===== config.mk =====
export PLATFORM = sky130hd
export DESIGN_NAME = aia_gateway_ctrl
export DESIGN_NICKNAME = d
export VERILOG_FILES = /design/src/rtl/aia_gateway_pkg.sv /design/src/rtl/aia_rr_picker.sv /design/src/rtl/aia_gateway_ctrl.sv
export SDC_FILE = /design/constraint.sdc
export NUM_CORES = 1
export LEC_CHECK = 0
export CORE_MARGIN = 3
export CORE_UTILIZATION = 35
export DETAILED_ROUTE_END_ITERATION = 8
export RECOVER_POWER = 25
export SLEW_MARGIN = 20
export SYNTH_ARGS = -nofsm -noshare
export SYNTH_HDL_FRONTEND = slang
export SYNTH_HIERARCHICAL = 1
export SYNTH_SLANG_ARGS = --single-unit

===== constraint.sdc =====
create_clock -name clk_i -period 8.1 [get_ports clk_i]
set_input_delay 2.43 -clock clk_i [delete_from_list [all_inputs] [get_ports clk_i]]
set_output_delay 2.43 -clock clk_i [all_outputs]
set_load 0.01 [all_outputs]

===== src/rtl/aia_gateway_pkg.sv =====
// APLIC gateway shared types: source-mode codes
// and small decode helpers.
package aia_gateway_pkg;

  localparam int SM_W = 3;

  typedef enum logic [2:0] {
    SM_INACTIVE = 3'd0,
    SM_DETACHED = 3'd1,
    SM_RSVD2    = 3'd2,
    SM_RSVD3    = 3'd3,
    SM_EDGE1    = 3'd4,
    SM_EDGE0    = 3'd5,
    SM_LEVEL1   = 3'd6,
    SM_LEVEL0   = 3'd7
  } sm_t;

  function automatic logic is_edge(sm_t m);
    return (m == SM_EDGE1) || (m == SM_EDGE0);
  endfunction

  function automatic logic is_active_low(sm_t m);
    return (m == SM_EDGE0) || (m == SM_LEVEL0);
  endfunction

  // Codes 4..7 are the only ones that observe the wire.
  function automatic logic is_live(sm_t m);
    return m[2];
  endfunction

endpackage


===== src/rtl/aia_rr_picker.sv =====
// Combinational round-robin picker: first set
// request at or after ptr_i, wrapping modulo N.
module aia_rr_picker #(
  parameter int N = 32,
  parameter int W = $clog2(N)
) (
  input  logic [N-1:0] req_i,
  input  logic [W-1:0] ptr_i,
  output logic         found_o,
  output logic [W-1:0] idx_o
);

  // scan N positions starting at the pointer
  always_comb begin
    int j;
    found_o = 1'b0;
    idx_o   = '0;
    j       = 0;
    for (int k = 0; k < N; k++) begin
      j = int'(ptr_i) + k;
      if (j >= N) j = j - N;
      if (!found_o && req_i[j]) begin
        found_o = 1'b1;
        idx_o   = W'(j);
      end
    end
  end

endmodule


===== src/rtl/aia_gateway_ctrl.sv =====
// Per-source APLIC gateway: sync, rectify, detect,
// latch, and serialise set-pending requests.
module aia_gateway_ctrl
  import aia_gateway_pkg::*;
#(
  parameter int NR_SRC      = 32,
  parameter int SYNC_STAGES = 2,
  parameter int ID_W        = $clog2(NR_SRC)
) (
  input  logic                   clk_i,
  input  logic                   rst_ni,
  input  logic [NR_SRC-1:0]      irq_sources_i,
  input  logic [SM_W*NR_SRC-1:0] sm_i,
  input  logic [NR_SRC-1:0]      pending_i,
  output logic [NR_SRC-1:0]      rectified_o,
  output logic                   setip_valid_o,
  output logic [ID_W-1:0]        setip_id_o,
  input  logic                   setip_ready_i
);

  logic [NR_SRC-1:0] s;
  logic [NR_SRC-1:0] prev_q, prev_d;
  logic [NR_SRC-1:0] event_q, event_d;
  logic [NR_SRC-1:0] rect_q, rect_d;
  logic [NR_SRC-1:0] evt, chg, infl, pick_oh;
  logic [SM_W*NR_SRC-1:0] mode_q, mode_d;
  logic              valid_q, valid_d;
  logic [ID_W-1:0]   id_q, id_d;
  logic [ID_W-1:0]   rr_q, rr_d;
  logic [ID_W-1:0]   pick_idx;
  logic              pick_found;
  logic              slot_free;

  for (genvar g = 0; g < NR_SRC; g++) begin : g_sync
    logic [SYNC_STAGES-1:0] sync_q, sync_d;

    // shift the raw wire into the chain
    always_comb begin
      sync_d = {sync_q[SYNC_STAGES-2:0], irq_sources_i[g]};
    end

    // synchroniser flops
    always_ff @(posedge clk_i or negedge rst_ni) begin
      if (!rst_ni) sync_q <= '0;
      else         sync_q <= sync_d;
    end

    assign s[g] = sync_q[SYNC_STAGES-1];
  end

  // per-source mode change, rectify and event detect
  always_comb begin
    sm_t  m;
    logic lvl;
    m      = SM_INACTIVE;
    lvl    = 1'b0;
    evt    = '0;
    chg    = '0;
    infl   = '0;
    rect_d = '0;
    for (int i = 0; i < NR_SRC; i++) begin
      m       = sm_t'(sm_i[SM_W*i +: SM_W]);
      chg[i]  = sm_i[SM_W*i +: SM_W]
             != mode_q[SM_W*i +: SM_W];
      infl[i] = (valid_q && id_q == ID_W'(i))
             || event_q[i];
      lvl     = s[i] ^ is_active_low(m);
      if (i != 0 && is_live(m)) begin
        rect_d[i] = lvl;
        if (!chg[i]) begin
          if (is_edge(m))
            evt[i] = lvl
                   & ~(prev_q[i] ^ is_active_low(m));
          else
            evt[i] = lvl & ~pending_i[i] & ~infl[i];
        end
      end
    end
  end

  aia_rr_picker #(
    .N (NR_SRC),
    .W (ID_W)
  ) u_pick (
    .req_i   (event_q),
    .ptr_i   (rr_q),
    .found_o (pick_found),
    .idx_o   (pick_idx)
  );

  // output slot refill, pointer advance, latch update
  always_comb begin
    slot_free = ~valid_q | setip_ready_i;
    valid_d   = valid_q;
    id_d      = id_q;
    rr_d      = rr_q;
    pick_oh   = '0;
    if (slot_free) begin
      valid_d = pick_found;
      if (pick_found) begin
        id_d              = pick_idx;
        pick_oh[pick_idx] = 1'b1;
        rr_d = (pick_idx == ID_W'(NR_SRC - 1))
             ? ID_W'(1) : pick_idx + ID_W'(1);
      end
    end
    event_d = ((event_q & ~pick_oh) | evt) & ~chg;
    prev_d  = s;
    mode_d  = sm_i;
  end

  // gateway state registers
  always_ff @(posedge clk_i or negedge rst_ni) begin
    if (!rst_ni) begin
      prev_q  <= '0;
      event_q <= '0;
      rect_q  <= '0;
      mode_q  <= '0;
      valid_q <= 1'b0;
      id_q    <= '0;
      rr_q    <= '0;
    end else begin
      prev_q  <= prev_d;
      event_q <= event_d;
      rect_q  <= rect_d;
      mode_q  <= mode_d;
      valid_q <= valid_d;
      id_q    <= id_d;
      rr_q    <= rr_d;
    end
  end

  assign rectified_o   = rect_q;
  assign setip_valid_o = valid_q;
  assign setip_id_o    = id_q;

endmodule


======== Word-level counts from Yosys, hierarchy flattened ========
Cells that the tools add are included.
cells by class
  add/subtract/negate cells ............... 64
  magnitude comparators ................... 66
  eq/ne operators ......................... 157
  multiplexer cells ....................... 321
  bitwise operators ....................... 255
  reductions and logical operators ........ 188
operators with widths
  operator                                                      number
  two-way mux 32 bit                                            34
  less-than comparator 32 x 7 -> 1 bit (second input constant)  32
  >= comparator 32 x 7 -> 1 bit (second input constant)         31
  subtractor 32 x 7 -> 32 bit (second input constant)           31
  == test 3 bit (second input constant)                         93
  two-way mux 1 bit                                             221
  two-way mux 5 bit                                             33
  binary-select mux 1 bit (select 5 bit)                        32
  adder 5 x 5 -> 6 bit (second input constant)                  16
  inequality test 3 bit                                         32
  NOT 1 bit                                                     94
  bitwise AND 1 bit                                             93
  logical OR 1 bit                                              93
  == test 5 bit (second input constant)                         17
  bitwise AND 32 bit                                            2
  NOT 32 bit                                                    2
  logical AND 1 bit                                             63
  XOR 1 bit                                                     62
  adder 5 x 4 -> 6 bit (second input constant)                  8
  == test 5 x 4 -> 1 bit (second input constant)                8
  OR 32 bit                                                     1
  logical NOT 1 bit                                             31
  adder 5 x 3 -> 6 bit (second input constant)                  4
  == test 5 x 3 -> 1 bit (second input constant)                4
  12 further kinds                                              14
storage, ports and cells
  register bits after elaboration ......... 266
  input bits .............................. 163
  logic and storage cells ................. 1090

======== Logic depth before layout (Yosys ltp) ========
  word-level depth ........................ 109
  mapped depth ............................ 28

======== Modules after synthesis ========
The synthesis kept the hierarchy.
by module, submodules not included
  module            times used  cells an instance  area an instance (µm²)  sequential area each (µm²)
  aia_gateway_ctrl  1           804                10329.9                 6581.3
  aia_rr_picker     1           737                6477.5                  0.0

======== Least setup slack after synthesis ========
OpenSTA, ideal clock, no wires.
  kind .................................... flip-flop to flip-flop
  from .................................... reg rr_q[1]
  to ...................................... reg rr_q[4]
  setup time .............................. 125 ps
  data arrival time ....................... 7198 ps
  required time ........................... 7975 ps
  path slack .............................. 777 ps
  cell stages (with the launch flop) ...... 26
  path buffers ............................ 7
  cells stage by stage .................... dfrtp_1 > buf_2 > buf_2 > clkbuf_1 > buf_1 > inv_1 > ha_1 > buf_6 > clkbuf_1 > mux4_2 > mux2_2 > mux2_2 > mux2_2 > nor3_2 > nand2_2 > or4_4 > or4_4 > o211a_1 > o211ai_2 > a21oi_1 > or3_1 > ha_1 > clkbuf_1 > and3_1 > ha_1 > mux2_2
on the way
  longest elaborated chain between the ends .. 101
  elaborated cells between the ends (all ways) .. 353
ends and longest elaborated chain
  element                                                               RTL line                                          text
  start, declared                                                       aia_gateway_ctrl.sv:29                            logic [ID_W-1:0] rr_q, rr_d;
  start signal, assigned                                                aia_gateway_ctrl.sv:129                           rr_q <= rr_d;
  branches (longest 98 deep; another with subtractor 32 x 7 -> 32 bit)  -
  two-way mux 5 bit (*)                                                 aia_rr_picker.sv:22                               if (!found_o && req_i[j]) begin
  via pick_idx[1]                                                       aia_gateway_ctrl.sv:30                            logic [ID_W-1:0] pick_idx;
  adder 5 x 1 -> 5 bit / == test 5 bit (equally long branches)          aia_gateway_ctrl.sv:104, aia_gateway_ctrl.sv:103
  two-way mux 5 bit (*)                                                 aia_gateway_ctrl.sv:104                           ? ID_W'(1) : pick_idx + ID_W'(1);
Mark *: on every way through the listed nets, which the timed path passes. The select of a mux whose other input is x is not followed.
A chain may end at the register's enable or synchronous reset.

======== Worst setup path after layout ========
  from .................................... reg rr_q[1]
  to ...................................... reg event_q[31]
on the way
  longest elaborated chain between the ends .. 109
  elaborated cells between the ends (all ways) .. 360
ends and longest elaborated chain
  element                                                                                                           RTL line                 text
  branches (longest 98 deep; another with subtractor 32 x 7 -> 32 bit)                                              -
  two-way mux 5 bit (*)                                                                                             aia_rr_picker.sv:22
  via pick_idx[1]                                                                                                   aia_gateway_ctrl.sv:30
  less-than comparator 5 x 6 -> 1 bit (not written as such) / >= comparator 5 x 1 -> 1 bit (equally long branches)  aia_gateway_ctrl.sv:102  pick_oh[pick_idx] = 1'b1;
  logical AND 1 bit (not written as such)                                                                           aia_gateway_ctrl.sv:102
  two-way mux 1 bit (not written as such)                                                                           aia_gateway_ctrl.sv:102
  demux 1 bit (select 5 bit) (*)                                                                                    aia_gateway_ctrl.sv:102
  two-way mux 32 bit (*)                                                                                            aia_gateway_ctrl.sv:100  if (pick_found) begin
  two-way mux 32 bit (*)                                                                                            aia_gateway_ctrl.sv:98   if (slot_free) begin
  NOT 32 bit (*)                                                                                                    aia_gateway_ctrl.sv:107  event_d = ((event_q & ~pick_oh) | evt) & ~chg;
  bitwise AND 32 bit (*)                                                                                            aia_gateway_ctrl.sv:107
  OR 32 bit (*)                                                                                                     aia_gateway_ctrl.sv:107
  bitwise AND 32 bit (*)                                                                                            aia_gateway_ctrl.sv:107
  via event_d[31]                                                                                                   aia_gateway_ctrl.sv:23   logic [NR_SRC-1:0] event_q, event_d;
  end signal, assigned                                                                                              aia_gateway_ctrl.sv:124  event_q <= event_d;
  end, declared                                                                                                     aia_gateway_ctrl.sv:23
Marks and branches as above.

==> qor.txt <==
LOGIC SYNTHESIS
-------------------------------------------------------------------------------
Unique masters post-synth ........................................           89
Syn Area/Cell ....................................................     10.9 µm²
Most repeated cell in the gate-level netlist after synthesis ..... sky130_fd_sc_hd__dfrtp_1
Primary flip-flop cell chosen by synthesis mapping ............... sky130_fd_sc_hd__dfrtp_1
Synthesized Nets .................................................        1,721
Cell taking the most area after synthesis ........................ sky130_fd_sc_hd__dfrtp_1
Cell area after synthesis ........................................   16,800 µm²
Yosys top cell area share ........................................        39.2%
Mapped Cells .....................................................        1,541
Dominant cells by area after synthesis ........................... sky130_fd_sc_hd__dfrtp_1, sky130_fd_sc_hd__mux4_2, sky130_fd_sc_hd__xor2_1
Warning count from the yosys run .................................            6
Yosys reg bits ...................................................          263
Fraction of registers with async set/reset .......................         100%
Register area share after synthesis ..............................        39.2%
Leading cell types by count after synthesis ...................... sky130_fd_sc_hd__dfrtp_1, sky130_fd_sc_hd__nor2_1, sky130_fd_sc_hd__nand2_1, sky130_fd_sc_hd__xor2_1, sky130_fd_sc_hd__mux4_2
Number of flops mapped to enable cells by yosys ..................            0

SETUP PATH
-------------------------------------------------------------------------------
Data arrival time of the worst path ..............................      7.39 ns
Crit path capture type ...........................................         flop
Capture instance of the worst register-to-register path .......... event_q[31]$_DFF_PN0_
Crit-path max FO .................................................           39
Startpoint types .................................................         flop
Source of the worst register-to-register timing path ............. rr_q[1]$_DFFE_PN0P_
Reg2reg setup slack ..............................................      1.13 ns
Req. time, crit path .............................................      8.52 ns
FF-to-FF path depth ..............................................           19
Type of the setup path with the least slack ...................... flop to flop

GLOBAL ROUTING
-------------------------------------------------------------------------------
Routing usage on met2 ............................................        35.4%
Global-route wire length before repair ...........................    85,900 µm
Pin count of the biggest net entering global routing .............          153
GR Layer Usage met3 ..............................................        4.14%
Global-route total usage across every layer ......................        21.9%
Overall overflow remaining after global route ....................            0
Layer with the highest usage .....................................         met2
GRT met1 Usage ...................................................        29.6%
Antenna violations before repair .................................            5
Via count of the first global-routing pass .......................       14,200

CLOCKING
-------------------------------------------------------------------------------
Number of buffers added to fix hold violations after cts .........            0
Clock Tree Root .................................................. sky130_fd_sc_hd__clkbuf_16
Number of levels in the clock H-tree .............................            1
Clock latency on the worst-skew pair .............................      0.55 ns
Deepest clock path buffer count ..................................            3
Cts bufs inserted ................................................           27
Clock tree from TritonCTS ........................................         done
Clock-pin transition on the worst setup and hold timing paths ....      0.07 ns
Resized Gates After CTS ..........................................            0
Number of clock sinks seen by CTS ................................          263
Setup fix buffers added after clock tree synthesis ...............            0

DETAILED ROUTING
-------------------------------------------------------------------------------
Routed wire length ...............................................    56,200 µm
Vias per cell ....................................................         5.81
DRT antenna net count ............................................            0
Number of iterations in the first detailed-routing pass ..........            7
Drc violations ...................................................            0
Via count of the routed design ...................................       14,000
Violation count after the first detailed-route iteration .........        1,419
Routed wire length per instance ..................................      23.2 µm

STA
-------------------------------------------------------------------------------
Final setup violation count ......................................            0
Setup total negative slack .......................................         0 ns
Final worst-path cycle share .....................................        86.0%
Setup repair after global routing missed its margin ..............        false
Slew of the pin with the lowest slew margin ......................      1.03 ns
Final slew viol count ............................................            0
Highest achievable clock rate ....................................      144 MHz
Clk_skew .........................................................    0.0261 ns
Relative max-transition margin ...................................        31.2%
Minimum clock period after layout ................................      6.97 ns
Number of endpoints with negative hold slack in the final report .            0

POWER
-------------------------------------------------------------------------------
Pwr dens .........................................................   373 nW/µm²
Leakage ..........................................................      8.51 nW
Post-route total power ...........................................    0.00780 W
Maximum vdd drop .................................................     0.328 mV

PLACE
-------------------------------------------------------------------------------
Port Buffers .....................................................          197
Final weighted congestion of routability-driven global placement .        0.949
HPWL Detailed ....................................................    42,600 µm

CELLS AND AREA
-------------------------------------------------------------------------------
Synthesis-to-finish area growth ..................................        24.4%
Share of layout cells above drive strength 1 .....................        18.4%
Nets .............................................................        1,967

FLOORPLANNING
-------------------------------------------------------------------------------
Die Y ............................................................       225 µm
Ports ............................................................          201
Die Outline Area .................................................   50,700 µm²
Core Footprint ...................................................   47,000 µm²
# rows ...........................................................           79
Initial Util .....................................................        35.8%
Die width ........................................................       225 µm

HOLD PATH
-------------------------------------------------------------------------------
Startpoint of the lowest-slack hold path ......................... g_sync[8].sync_q[0]$_DFF_PN0_
Hold depth .......................................................            0
Worst hold path endpoint ......................................... g_sync[8].sync_q[1]$_DFF_PN0_
Class of the tightest hold or removal check ...................... flop to flop

RUN
-------------------------------------------------------------------------------
Max_cap viols ....................................................            0

STATUS
-------------------------------------------------------------------------------
Result of the run ................................................    completed

## worst max-delay path by stage
stage / from / to / slack (ns) / cells past startpoint
3_3_place_gp: rr_q[1]$_DFFE_PN0P_ / event_q[31]$_DFF_PN0_ / 1.26 / 19
4_1_cts: rr_q[1]$_DFFE_PN0P_ / event_q[31]$_DFF_PN0_ / 1.16 / 19
3_5_place_dp: rr_q[1]$_DFFE_PN0P_ / event_q[31]$_DFF_PN0_ / 1.22 / 19
6_report: rr_q[1]$_DFFE_PN0P_ / event_q[31]$_DFF_PN0_ / 1.13 / 19
5_1_grt: rr_q[1]$_DFFE_PN0P_ / event_q[2]$_DFF_PN0_ / 0.73 / 20
2_1_floorplan: rr_q[1]$_DFFE_PN0P_ / rr_q[4]$_DFFE_PN0P_ / 0.78 / 25
## cell usage in the layout, fill, tap and decap left out, types with 45 or more instances in the layout
cell type and n:
sky130_fd_sc_hd__a21oi_1 68, sky130_fd_sc_hd__buf_4 80, sky130_fd_sc_hd__clkdlybuf4s50_1 118, sky130_fd_sc_hd__dfrtp_1 261, sky130_fd_sc_hd__dlygate4sd3_1 78, sky130_fd_sc_hd__inv_1 52
sky130_fd_sc_hd__mux2_2 45, sky130_fd_sc_hd__mux2i_1 57, sky130_fd_sc_hd__mux4_2 98, sky130_fd_sc_hd__nand2_1 108, sky130_fd_sc_hd__nand2b_1 75, sky130_fd_sc_hd__nor2_1 119
sky130_fd_sc_hd__xor2_1 102
## where the power goes
part | switching, W | internal, W | total (W)
clock | 0.000525 | 0.000816 | 0.00134
combinational | 0.00297 | 0.00198 | 0.00495
sequential | 0.0000997 | 0.00141 | 0.00151
## area by class of cell
cell class	instances	area [µm²]
well taps	607	759
diodes	3	7.51
fillers	4342	26000
repair buffers	282	2680
clock inverters	15	231
multi-input cells	1155	9690
clock buffers	35	746
flip-flops and latches	263	6580
inverters	58	218
## registers in the layout, indices dropped and copies added, names as in the netlist
register and cells:
setip_valid_o 1, event_q 32, g_sync.sync_q 62, setip_id_o 5, prev_q 31, rr_q 5, mode_q 96, rectified_o 31
## cell families after synthesis
kind of cell	count (synthesis)	share of synthesized area, %
simple gates	468	14.6
compound gates	345	15.6
flops	263	39.2
mux	201	19.6
xor+xnor	123	6.45
buf+inv	123	3.26
fa+ha+maj	17	1.27
other cells	1	0.0223
## routing by layer
| layer | wire length, µm | vias up |
|---|---|---|
| li1 | - | 6342 |
| met5 | 24 | - |
| met3 | 4770 | 129 |
| met4 | 2240 | 4 |
| met2 | 26100 | 633 |
| met1 | 23100 | 6929 |
## stage by stage
step / hold slack, ns / utilization, % / instances / worst slack (ns) / instance area (µm²)
4_1_cts: 0.334 / 44.5 / 2415 / 1.16 / 20900
6_report: 0.333 / 44.5 / 2418 / 1.13 / 20900
3_3_place_gp: 0.332 / 42.4 / 2365 / 1.26 / 19900
5_1_grt: 0.341 / 44.5 / 2415 / 0.734 / 20900
2_1_floorplan: 0.331 / - / 1541 / 0.777 / 16800
3_5_place_dp: 0.335 / 42.4 / 2365 / 1.22 / 19900
## critical path: stages (launching register included)
cell and delay (ns):
sky130_fd_sc_hd__dfrtp_2 0.36, sky130_fd_sc_hd__inv_1 0.07, sky130_fd_sc_hd__ha_2 0.97, sky130_fd_sc_hd__mux2_2 0.43, sky130_fd_sc_hd__mux4_2 0.54, sky130_fd_sc_hd__mux4_2 0.57, sky130_fd_sc_hd__or3_4 0.40, sky130_fd_sc_hd__nor4b_4 0.40
sky130_fd_sc_hd__nand2_2 0.17, sky130_fd_sc_hd__or4_4 0.58, sky130_fd_sc_hd__or4_4 0.47, sky130_fd_sc_hd__o211a_1 0.14, sky130_fd_sc_hd__o211ai_2 0.08, sky130_fd_sc_hd__a21oi_1 0.08, sky130_fd_sc_hd__or3_1 0.50, sky130_fd_sc_hd__ha_1 0.27
sky130_fd_sc_hd__buf_4 0.19, sky130_fd_sc_hd__nand4_1 0.11, sky130_fd_sc_hd__nand2_1 0.09, sky130_fd_sc_hd__a2111oi_2 0.38
(Power assumes the default switching activity.)
